--- config.mk ---
export PLATFORM = sky130hd
export DESIGN_NAME = fifo_8b
export DESIGN_NICKNAME = d
export VERILOG_FILES = /design/src/rtl/fifo_pkg.sv /design/src/rtl/fifo_mem.sv /design/src/rtl/fifo_8b.sv
export SDC_FILE = /design/constraint.sdc
export NUM_CORES = 1
export LEC_CHECK = 0
export CORE_MARGIN = 2
export CORE_UTILIZATION = 50
export DETAILED_ROUTE_END_ITERATION = 10
export GPL_ROUTABILITY_DRIVEN = 0
export GPL_TIMING_DRIVEN = 1
export PLACE_DENSITY = 0.73
export SYNTH_ARGS = -nofsm -noshare
export SYNTH_HDL_FRONTEND = slang
export SYNTH_SLANG_ARGS = --single-unit
--- constraint.sdc ---
create_clock -name clk -period 2.07 [get_ports clk]
set_input_delay 0.414 -clock clk [delete_from_list [all_inputs] [get_ports clk]]
set_output_delay 0.414 -clock clk [all_outputs]
set_load 0.005 [all_outputs]
--- src/rtl/fifo_pkg.sv ---
`default_nettype none
// ============================================================================
// Module      : fifo_pkg
// Description : Shared defaults and word type for the 8-bit FIFO, the 2:1
//               valid-tagged mux and the demux stage.
// Revision    : 1.0 - initial release
// ============================================================================
package fifo_pkg;

  // Default geometry and flag thresholds
  localparam int DEF_DATA_WIDTH = 8;
  localparam int DEF_ADDR_WIDTH = 2;
  localparam int DEF_AF_TH      = 3;
  localparam int DEF_AE_TH      = 1;

  // Word carried through the FIFO / mux / demux datapath
  typedef logic [DEF_DATA_WIDTH-1:0] data_t;

endpackage : fifo_pkg
`default_nettype wire

--- src/rtl/fifo_mem.sv ---
`default_nettype none
// ============================================================================
// Module      : fifo_mem
// Description : FIFO storage array. Synchronous write port, synchronous
//               read port, no reset (contents are don't-care after reset).
//               A read and a write to the same address on one edge return
//               the old word.
// Revision    : 1.0 - initial release
// ============================================================================
module fifo_mem
  import fifo_pkg::*;
#(
  parameter int DATA_WIDTH = DEF_DATA_WIDTH,
  parameter int ADDR_WIDTH = DEF_ADDR_WIDTH
) (
  input  logic                  clk,
  input  logic                  wr_en,
  input  logic [ADDR_WIDTH-1:0] wr_addr,
  input  logic [DATA_WIDTH-1:0] wr_data,
  input  logic                  rd_en,
  input  logic [ADDR_WIDTH-1:0] rd_addr,
  output logic [DATA_WIDTH-1:0] rd_data
);

  localparam int c_depth = 2 ** ADDR_WIDTH;

  logic [DATA_WIDTH-1:0] r_mem [c_depth];
  logic [DATA_WIDTH-1:0] r_rd_data;

  // Write port: store the incoming word at the write address
  always_ff @(posedge clk) begin
    if (wr_en) begin
      r_mem[wr_addr] <= wr_data;
    end
  end

  // Read port: capture the addressed word; holds when no read is issued
  always_ff @(posedge clk) begin
    if (rd_en) begin
      r_rd_data <= r_mem[rd_addr];
    end
  end

  assign rd_data = r_rd_data;

endmodule : fifo_mem
`default_nettype wire

--- src/rtl/fifo_8b.sv ---
`default_nettype none
// ============================================================================
// Module      : fifo_8b
// Description : Synchronous FIFO buffering one mux input channel. Provides
//               registered read data with a valid tag, occupancy flags
//               decoded from the registered count, and an overflow /
//               underflow error flag.
//               Build option FIFO_ERR_STICKY_EN: when defined, error is
//               sticky until reset; otherwise it is a one-cycle pulse.
// Revision    : 1.0 - initial release
// ============================================================================
module fifo_8b
  import fifo_pkg::*;
#(
  parameter int DATA_WIDTH = DEF_DATA_WIDTH,
  parameter int ADDR_WIDTH = DEF_ADDR_WIDTH,
  parameter int AF_TH      = DEF_AF_TH,
  parameter int AE_TH      = DEF_AE_TH
) (
  input  logic                  clk,
  input  logic                  reset_L,
  input  logic                  push,
  input  logic [DATA_WIDTH-1:0] data_in,
  input  logic                  pop,
  output logic [DATA_WIDTH-1:0] data_out,
  output logic                  valid_out,
  output logic                  full,
  output logic                  empty,
  output logic                  almost_full,
  output logic                  almost_empty,
  output logic                  error
);

  localparam int                    c_depth_int = 2 ** ADDR_WIDTH;
  localparam logic [ADDR_WIDTH:0]   c_depth     = c_depth_int[ADDR_WIDTH:0];
  localparam logic [ADDR_WIDTH:0]   c_af_th     = AF_TH[ADDR_WIDTH:0];
  localparam logic [ADDR_WIDTH:0]   c_ae_th     = AE_TH[ADDR_WIDTH:0];
  localparam logic [ADDR_WIDTH-1:0] c_ptr_one   = 1;
  localparam logic [ADDR_WIDTH:0]   c_cnt_one   = 1;

  logic [ADDR_WIDTH-1:0] r_wr_ptr;
  logic [ADDR_WIDTH-1:0] r_rd_ptr;
  logic [ADDR_WIDTH:0]   r_count;
  logic                  r_valid;
  logic                  r_error;
  logic                  r_data_seen;

  logic                  w_wr_ok;
  logic                  w_rd_ok;
  logic                  w_overflow;
  logic                  w_underflow;
  logic                  w_err_event;
  logic [DATA_WIDTH-1:0] w_mem_rd_data;

  // Flags come straight from the registered count: no push/pop feed-through
  assign full         = (r_count == c_depth);
  assign empty        = (r_count == '0);
  assign almost_full  = (r_count >= c_af_th);
  assign almost_empty = (r_count <= c_ae_th);

  // A push while full is still accepted when a pop frees a slot that edge.
  // A push into an empty FIFO never feeds a same-edge pop (no bypass).
  assign w_wr_ok     = push && (!full || pop);
  assign w_rd_ok     = pop && !empty;
  assign w_overflow  = push && full && !pop;
  assign w_underflow = pop && empty;
  assign w_err_event = w_overflow || w_underflow;

  fifo_mem #(
    .DATA_WIDTH (DATA_WIDTH),
    .ADDR_WIDTH (ADDR_WIDTH)
  ) u_mem (
    .clk     (clk),
    .wr_en   (w_wr_ok),
    .wr_addr (r_wr_ptr),
    .wr_data (data_in),
    .rd_en   (w_rd_ok),
    .rd_addr (r_rd_ptr),
    .rd_data (w_mem_rd_data)
  );

  // Pointers advance on accepted accesses and wrap naturally modulo DEPTH
  always_ff @(posedge clk or negedge reset_L) begin
    if (!reset_L) begin
      r_wr_ptr <= '0;
      r_rd_ptr <= '0;
    end else begin
      if (w_wr_ok) r_wr_ptr <= r_wr_ptr + c_ptr_one;
      if (w_rd_ok) r_rd_ptr <= r_rd_ptr + c_ptr_one;
    end
  end

  // Occupancy: +1 on write only, -1 on read only, hold otherwise
  always_ff @(posedge clk or negedge reset_L) begin
    if (!reset_L) begin
      r_count <= '0;
    end else begin
      unique case ({w_wr_ok, w_rd_ok})
        2'b10:   r_count <= r_count + c_cnt_one;
        2'b01:   r_count <= r_count - c_cnt_one;
        default: r_count <= r_count;
      endcase
    end
  end

  // Read tag: valid_out marks a word popped on the previous edge. The
  // storage read register has no reset, so r_data_seen masks data_out to
  // zero until the first read after reset.
  always_ff @(posedge clk or negedge reset_L) begin
    if (!reset_L) begin
      r_valid     <= 1'b0;
      r_data_seen <= 1'b0;
    end else begin
      r_valid <= w_rd_ok;
      if (w_rd_ok) r_data_seen <= 1'b1;
    end
  end

  assign valid_out = r_valid;
  assign data_out  = r_data_seen ? w_mem_rd_data : '0;

  // Error flag: sticky or single-cycle pulse depending on build option
  always_ff @(posedge clk or negedge reset_L) begin
    if (!reset_L) begin
      r_error <= 1'b0;
    end else begin
`ifdef FIFO_ERR_STICKY_EN
      r_error <= r_error || w_err_event;
`else
      r_error <= w_err_event;
`endif
    end
  end

  assign error = r_error;

endmodule : fifo_8b
`default_nettype wire

==> run_results.csv <==
group,metric,value,unit
placed_design,placed_cells,193,
sta,finClkSkew,6.71,ps
placed_design,numPortBuffers,25,
synth,synth-seq-cells,50,
global_routing,antenna_found_initial,0,
synth,synth_top_area_share,58.5,%
placed_design,dpl-instance-area,2380,um^2
synth,yosysTopAreaCell,"edfxtp_1",
pwr,irDropWorstVdd,0.862,mV
cts,cts_tree,"built",
sta,timing.final.ws_setup,-11.2,ps
synth,synth_area_leaders,"edfxtp_1 59%, dfrtp_1 12%, mux4_2 8.8%",
placed_design,hpwl,2340,um
outcome,outcome,"complete, but fails checks",
cts,cts_hold_buffers,0,
global_routing,grt_pass1_wl,5090,um
layout,drive_above_1_share,20.5,%
routing,route.detailed.drc,0,
floorplan,die_y,68.1,um
setup_path,path_max_fanout,2,
synth,avgSynthCellArea,17.5,um^2
sta,hold_violations,0,
layout,fin_area,2520,um^2
cts,cts_made_buffers,5,
cts,cts_max_level,2,
layout,area_delta_synth_final,22.9,%
layout,final_cells,206,
sta,setup_viol,1,
setup_path,crit_required,1660,ps
floorplan,num_rows,23,
global_routing,grtUsageTotal,16.2,%
synth,synth-async-reset-ratio,20.0,%
routing,dr.pass1.iters,4,
setup_path,end_kind,"primary output",
cts,path_clk_slew,90,ps
routing,wl_per_cell,16.2,um
setup_path,critPathLaunchType,"register",
routing,ant_nets,0,
synth,synthesis.nets,139,
cts,numClockSinks,50,
floorplan,fp.dieW,68.1,um
synth,yosysUniqueCellTypes,23,
setup_path,cp.buffers_inverters,2,
sta,fmax,480,MHz
cts,clk_latency,300,ps
setup_path,crit_family,"flip-flops",
sta,finalMaxSlewViolations,0,
layout,diodes,0,
layout,fin_nets,177,
outcome,violations,"setup timing",
floorplan,initial_core_util,51.7,%
setup_path,worstPathArrival,1670,ps
cts,clockBufferDepth,2,
job,max-cap-violations,0,
setup_path,crit_chain,"buf_4, ha_1, ha_1, nor2_1, o21ai_0, clkdlybuf4s15_1",
routing,wirelength,3330,um
setup_path,critPathSlowestCell,"dfrtp_1",
global_routing,grt_pass1_vias,1021,
pwr,leakage,0.970,nW
global_routing,grt_max_degree,16,
routing,vias,1050,
synth,syn-cell-area,2050,um^2
hold_path,min_path_type,"input pin to asynchronous set/reset pin",
floorplan,io_pins,26,
layout,nFillCells,284,
synth,ys_warn_count,0,
synth,synth_edf_count,40,
cts,cts_root_buffer,"clkbuf_8",
layout,multiInputGateArea,572,um^2
pwr,powerDensity,1330,nW/um^2
setup_path,slowest_delay,410,ps
sta,min_period,2080,ps
setup_path,worstSetupPathType,"register to primary output",
synth,synth_top_flop_cell,"edfxtp_1",
sta,final.period_utilization,101,%
floorplan,fp.coreArea,3970,um^2
sta,slew_headroom,63.6,%
floorplan,die_area,4630,um^2
layout,register_area,1450,um^2
routing,drtIter0Drc,39,
global_routing,grt_overflow,0,
synth,ys_seq_area_share,70.7,%
routing,vias_per_cell,5.10,
setup_path,critPathMostFrequentCell,"ha_1",
sta,fin_hold_ws,423,ps
synth,synthCells,117,
sta,tightestPinTransition,546,ps
-- final cells by class --
| class | count | area share (%) |
|---|---|---|
| inverter | 10 | 1.49 |
| tap | 50 | 2.48 |
| clock inverter | 3 | 0.645 |
| clock buffer | 5 | 2.73 |
| multi-input combinational | 55 | 22.7 |
| timing repair buffer | 33 | 12.5 |
| sequential | 50 | 57.5 |
-- metrics by stage --
step	util, %	TNS [ps]	power (mW)	worst slack [ps]
final	63.5	-11.2	3.35	-11.2
after detailed placement	59.8	0	2.73	113
after global routing	63.5	-37.4	3.55	-37.4
after floorplan	-	0	2.25	300
after CTS	62.6	0	3.31	26.9
after global placement	59.8	0	2.67	202
-- registers in the layout (all words and copies together) (netlist names) --
register       flops
r_wr_ptr           2
r_rd_ptr           2
r_count            3
u_mem.r_mem       32
u_mem.rd_data      8
r_data_seen        1
error              1
valid_out          1
-- final timing paths --
check | start | end | slack (ps) | depth (start not counted)
worst min register to register | r_wr_ptr[1] | r_wr_ptr[1] | 600 | 1
worst max register to register | r_count[1] | r_count[2] | 280 | 9
max in group asynchronous | reset_L | r_count[2] | 1330 | 1
min in group clk | r_wr_ptr[1] | r_wr_ptr[1] | 600 | 1
worst max-delay path | r_count[1] | almost_full | -10 | 6
worst min-delay path | reset_L | r_count[1] | 420 | 1
-- repair_timing --
item	CTS	global route
pin swaps	0	1
gates cloned	0	0
resized for setup	5	4
setup buffers	2	3
setup endpoints to repair	4	4
-- cells by family (layout without fill, tap and decap cells) --
logic type      count (synthesis)  in the layout  synth area share (%)
flops                          50             50                  70.7
simple gates                   23             23                  6.46
buf+inv                        12             51                  2.44
fa+ha+maj                      10             10                  6.09
mux                             9              9                  9.51
compound gates                  8              8                  2.68
xor+xnor                        5              5                  2.13
-- power by group --
part           internal [mW]  switching, mW
Sequential              1.41          0.184
Combinational          0.725          0.490
Clock                  0.232          0.306
-- synthesized netlist by cell type (2+ instances only) --
| library cell | count |
|---|---|
| nor2_1 | 3 |
| xnor2_1 | 5 |
| ha_1 | 10 |
| nand2b_1 | 2 |
| nand2_1 | 3 |
| mux4_2 | 8 |
| dfrtp_1 | 10 |
| and2_1 | 9 |
| edfxtp_1 | 40 |
| and2_2 | 3 |
| a21oi_1 | 2 |
| o21ai_0 | 2 |
| inv_1 | 10 |
-- metal layers --
layer,vias up,track usage [%],routed length (um)
met1,511,19.1,1360
met4,0,6.75,72
met3,8,5.43,158
li1,499,-,-
met5,-,0,0
met2,32,27.1,1740
-- layout by cell type, fill, tap and decap left out, types with 2 or more instances in the layout --
cell             count
ha_1                 9
nor2_1               3
buf_4                8
mux4_2               8
inv_2                2
inv_1                8
clkdlybuf4s50_1     22
o21ai_0              2
dfrtp_1             10
clkinv_1             2
and2_2               3
edfxtp_1            40
clkbuf_8             5
dlymetal6s2s_1       2
xnor2_1              5
and2_1               9
nand2_1              3
a21oi_1              2
Note: power is estimated with default switching activity, not from simulation.
